==> src/rtl/irrigation_pkg.sv <==
// Shared types and constants for the irrigation controller: FSM states,
// pump register address/data encodings and the tick-counter helper.
package irrigation_pkg;

  typedef enum logic [1:0] {
    S_IDLE     = 2'd0,
    S_PUMPING  = 2'd1,
    S_COOLDOWN = 2'd2,
    S_FAULT    = 2'd3
  } state_t;

  localparam logic [1:0] PUMP_ADDR = 2'b00;
  localparam logic [7:0] PUMP_ON   = 8'h01;
  localparam logic [7:0] PUMP_OFF  = 8'h00;

  localparam int TCNT_W = 16;

  // Saturating increment so long dwell times never wrap back below a threshold.
  function automatic logic [TCNT_W-1:0] sat_inc(input logic [TCNT_W-1:0] v);
    return (&v) ? v : v + 1'b1;
  endfunction

endpackage

==> src/rtl/tick_prescaler.sv <==
// Free-running divider: counts 0..TICK_DIV-1 and pulses tick in the cycle
// the counter wraps.
module tick_prescaler #(
  parameter int TICK_DIV = 1000
) (
  input  logic clk,
  input  logic rst,
  output logic tick
);

  localparam int CW = $clog2(TICK_DIV);

  logic [CW-1:0] r_cnt;

  assign tick = (r_cnt == CW'(TICK_DIV - 1));

  always_ff @(posedge clk or posedge rst) begin
    if (rst)       r_cnt <= '0;
    else if (tick) r_cnt <= '0;
    else           r_cnt <= r_cnt + 1'b1;
  end

endmodule

==> src/rtl/irrigation_controller.sv <==
// Hysteresis moisture controller driving the pump wrapper's register port.
// Define IRRIG_DRYRUN_GUARD_EN to add the MAX_ON_TICKS dry-run fault state.
module irrigation_controller
  import irrigation_pkg::*;
#(
  parameter int TICK_DIV       = 1000,
  parameter int MIN_ON_TICKS   = 10,
  parameter int MAX_ON_TICKS   = 200,
  parameter int COOLDOWN_TICKS = 20
) (
  input  logic       clk,
  input  logic       rst,
  input  logic [7:0] moisture,
  input  logic       moisture_valid,
  input  logic [7:0] low_thr,
  input  logic [7:0] high_thr,
  input  logic       fault_clr,
  output logic       write,
  output logic [1:0] address,
  output logic [7:0] dataOut,
  output logic       pump_cmd,
  output logic       fault
);

  state_t              r_state, w_next;
  logic [TCNT_W-1:0]   r_tcnt;
  logic                r_write, r_pump, r_fault;
  logic [7:0]          r_data;
  logic                w_write, w_pump, w_fault;
  logic [7:0]          w_data;
  logic                w_tick, w_start, w_stop, w_maxon, w_fclr;

  tick_prescaler #(.TICK_DIV(TICK_DIV)) u_presc (
    .clk  (clk),
    .rst  (rst),
    .tick (w_tick)
  );

  assign w_start = moisture_valid && (moisture < low_thr);
  // Early stop samples simply fail this test; nothing is remembered.
  assign w_stop  = moisture_valid && (moisture >= high_thr) &&
                   (r_tcnt >= TCNT_W'(MIN_ON_TICKS));

`ifdef IRRIG_DRYRUN_GUARD_EN
  assign w_maxon = (r_tcnt >= TCNT_W'(MAX_ON_TICKS));
  assign w_fclr  = fault_clr;
`else
  logic w_unused_guard;
  assign w_maxon        = 1'b0;
  assign w_fclr         = 1'b0;
  assign w_unused_guard = fault_clr ^ (MAX_ON_TICKS != 0);
`endif

  always_ff @(posedge clk or posedge rst) begin
    if (rst) r_state <= S_IDLE;
    else     r_state <= w_next;
  end

  always_comb begin
    w_next = r_state;
    case (r_state)
      S_IDLE:     if (w_start) w_next = S_PUMPING;
      // Dry-run limit takes priority over a simultaneous moisture stop.
      S_PUMPING:  if (w_maxon) w_next = S_FAULT;
                  else if (w_stop) w_next = S_COOLDOWN;
      S_COOLDOWN: if (r_tcnt >= TCNT_W'(COOLDOWN_TICKS)) w_next = S_IDLE;
      S_FAULT:    if (w_fclr) w_next = S_IDLE;
      default:    w_next = S_IDLE;
    endcase
  end

  always_comb begin
    w_write = 1'b0;
    w_data  = r_data;
    w_pump  = r_pump;
    w_fault = r_fault;
    if (w_next != r_state) begin
      case (w_next)
        S_PUMPING:  begin w_write = 1'b1; w_data = PUMP_ON;  w_pump = 1'b1; end
        S_COOLDOWN: begin w_write = 1'b1; w_data = PUMP_OFF; w_pump = 1'b0; end
        S_FAULT:    begin w_write = 1'b1; w_data = PUMP_OFF; w_pump = 1'b0; w_fault = 1'b1; end
        S_IDLE:     w_fault = 1'b0;
        default:    ;
      endcase
    end
  end

  always_ff @(posedge clk or posedge rst) begin
    if (rst) begin
      r_tcnt  <= '0;
      r_write <= 1'b0;
      r_data  <= PUMP_OFF;
      r_pump  <= 1'b0;
      r_fault <= 1'b0;
    end else begin
      if (w_next != r_state) r_tcnt <= '0;
      else if (w_tick)       r_tcnt <= sat_inc(r_tcnt);
      r_write <= w_write;
      r_data  <= w_data;
      r_pump  <= w_pump;
      r_fault <= w_fault;
    end
  end

  assign write    = r_write;
  assign address  = PUMP_ADDR;
  assign dataOut  = r_data;
  assign pump_cmd = r_pump;
  assign fault    = r_fault;

endmodule

==> config.mk <==
export PLATFORM = sky130hd
export DESIGN_NAME = irrigation_controller
export DESIGN_NICKNAME = d
export VERILOG_FILES = /design/src/rtl/irrigation_pkg.sv /design/src/rtl/tick_prescaler.sv /design/src/rtl/irrigation_controller.sv
export SDC_FILE = /design/constraint.sdc
export NUM_CORES = 1
export LEC_CHECK = 0
export ABC_AREA = 1
export CORE_AREA = 2 2 80 82
export CTS_CLUSTER_SIZE = 28
export DETAILED_ROUTE_END_ITERATION = 12
export DIE_AREA = 0 0 82 84
export HOLD_SLACK_MARGIN = 0.03
export SLEW_MARGIN = 15
export SYNTH_ARGS = -nofsm -noshare
export SYNTH_HDL_FRONTEND = slang
export SYNTH_SLANG_ARGS = --single-unit
==> constraint.sdc <==
create_clock -name clk -period 1.73 [get_ports clk]
set_input_delay 0.2595 -clock clk [delete_from_list [all_inputs] [get_ports clk]]
set_output_delay 0.2595 -clock clk [all_outputs]
set_load 0.02 [all_outputs]
==> results.cfg <==
[global_routing]
antenna_found_initial = 0
grt_start_max_net_pins = 32
grt_pass1_wl_microns = 8690
first_global_vias = 2124
grt_use_total_pct = 16.0
overflow = 0

[worst_setup_path]
critPathArrivalTime_ns = 2.01
critPathLaunchType = flop
crit_required_ns = 1.91
reg2reg_slack_ns = -0.1
crit_chain = inv_2 -> ha_4 -> nor2_2 -> nand2_1 -> nand2_1 -> nand2_1 -> nor2_2 -> nor2_2 -> nand3_2 -> a21oi_4 -> buf_6 -> ha_4 -> inv_2 -> nand3_1 -> nand2_1
cpMostUsedCell = nand2_1
path_buf_inv = 3
slowest_delay_ns = 0.40
reg2reg_from = r_tcnt[0]
crit_type = reg -> reg
cpLargestDelayFamily = simple AND/OR/NAND/NOR gates
critPathMaxFanout = 3
r2r_end = dataOut[0]
crit_path_end_kind = flop
reg2regPathDepth = 15
crit_slowest_cell = dfrtp_1

[finish]
diodes = 0
nets = 453
fin_util_pct = 57.2
area_growth_pct = 48.5
stdcell_area_sq_mm = 0.00349
layout_commonest_cell = nand2_1
drive_gt1_share_pct = 34.7
final_cell_mix = 69 x nand2_1, 38 x inv_1, 31 x nor2_1, 31 x buf_4, 30 x dfrtp_1

[timing]
setup_slack_ns = -0.0974
finalClockSkew_ns = 0.00802
period_share_pct = 106
fmax_mhz = 547
final.setup.tns_ns = -0.305
min_period_ns = 1.83
drv_slew = 0
rsz0062_at_grt = yes
worst_hold_slack_ns = 0.348
finalSetupViolations = 5
hold_viol = 0

[clock_tree]
clockRootBuffer = clkbuf_8
clk_pin_slew_ns = 0.07
cts_buffers = 5
ctsHoldBuffers = 0
cts_buffer_depth = 2
cts_tree = built
clk-insertion-delay-late_ns = 0.29
htree_levels = 2
clock-sinks = 31

[job]
cap_violations = 0

[power]
p_leak_nw = 1.80
p_comb_share_pct = 35.7
sequentialPowerShare_pct = 34.2
power.clock.fraction_pct = 30.1
ir_worst_vdd_mv = 0.570
p_switching_w = 0.000797
power_density_mw_per_mm2 = 694
power.total_w = 0.00242
p_sw_share_pct = 32.9
internal_power_w = 0.00163

[drt]
vias = 2258
via_per_inst = 4.67
route.detailed.wl_per_inst_microns = 11.3
drtIter0Drc = 59
ant_nets = 0
dr.pass1.iters = 4
wl_microns = 5440
drc = 0

[outcome]
status = finished, violations left
failed_checks = setup timing

[synth]
avgSynthCellArea_sq_um = 7.08
synth_async_sr_flop_share_pct = 100
synth-seq-cells = 31
ys_types = 29
yosysTopAreaCellShare_pct = 33.0
syn_inst = 332
syn-cell-area_sq_mm = 0.00235
synth_warnings = 0
synth_top_area_cell = dfrtp_1
synth_edf_count = 0
ys_seq_area_share_pct = 33.0
synthTopCellsByArea = dfrtp_1 33%, nand2_1 12%, ha_1 11%
synthFlopType = dfrtp_1

[floorplanning]
die_area_sq_mm = 0.00689
die_x_microns = 82
io_pins = 41
initial_core_util_pct = 38.5
die_h_microns = 84
rows = 29
core_area_sq_mm = 0.00610

[place]
dpl_cell_area_sq_mm = 0.00292
io_buffers = 30
place_congestion = 0.904
dpl.hpwl_microns = 3740

[worst_hold_path]
min-delay-path-class = in -> async
power by group through the flow:
| stage | Sequential, W | Combinational, W | Clock, W |
|---|---|---|---|
| after floorplan | 0.000864 | 0.000373 | 0 |
| after global placement | 0.000841 | 0.000639 | 0 |
| after detailed placement | 0.000839 | 0.000648 | 0 |
| after CTS | 0.000827 | 0.000678 | 0.000745 |
| after global routing | 0.000841 | 0.000963 | 0.000779 |
| final | 0.000830 | 0.000865 | 0.000729 |
stage by stage:
step,cells,setup WS (ns)
after floorplan,340,0.00548
after global placement,467,-0.518
after detailed placement,467,-0.575
after CTS,476,-0.0967
after global routing,483,-0.212
final,483,-0.0974
timing repair:
action	4_1_cts	5_1_grt
gates cloned	0	2
resized for setup	36	77
endpoints found under the setup margin	17	19
pin swaps	17	20
buffers inserted	1	5
worst min-delay path: stages:
cell,delay [ns]
clkdlybuf4s50_1,0.39
inv_1,0.05
buf_4,0.36
synth_stat cells, types with 5 or more instances:
library cell / n
nand2_1: 77
inv_1: 55
nor2_1: 41
dfrtp_1: 31
ha_1: 20
nand3_1: 18
nor3_1: 12
a21oi_1: 11
buf_4: 10
inv_2: 9
nand4_1: 8
nor3_2: 5
cell families (layout without fill, tap and decap cells):
logic type,count (synthesis),after routing,synth area share [%]
and+or+nand+nor,178,178,35.2
buffers and inverters,81,147,15.5
DFF,31,31,33.0
adders and majority gates,20,20,10.6
AOI/OAI and AO/OA,17,17,3.94
xor gates and xnor gates,4,4,1.49
other,1,9,0.160
sequential cells by signal (all words and copies together), names as in the netlist:
register,flops
fault,1
u_presc.r_cnt,10
dataOut,1
write,1
r_state,2
r_tcnt,16
routing by layer:
layer	global-route usage, %	vias to the layer above	wire length [microns]
met5	0	-	0
met2	26.7	43	2680
met3	4.55	10	190
met1	20.2	1039	2480
li1	-	1166	-
met4	3.64	0	100
worst max-delay path by stage:
stage | endpoint | start | depth (start not counted) | slack (ns)
CTS | fault | r_tcnt[0] | 15 | -0.1
finish | dataOut[0] | r_tcnt[0] | 15 | -0.1
detailed placement | fault | high_thr[7] | 14 | -0.57
global route | dataOut[0] | r_tcnt[0] | 15 | -0.21
global placement | fault | high_thr[7] | 15 | -0.52
floorplan | fault | high_thr[7] | 13 | 0.005
layout make-up:
class | count | area (sq um)
clock buffer | 5 | 68.8
inverter | 67 | 264
timing repair inverter | 1 | 8.76
clock inverter | 3 | 43.8
multi-input combinational | 228 | 1560
timing repair buffer | 71 | 668
tap | 77 | 96.3
sequential | 31 | 777
fill | 571 | 2610
No activity file was read; power rests on OpenSTA's default activity.
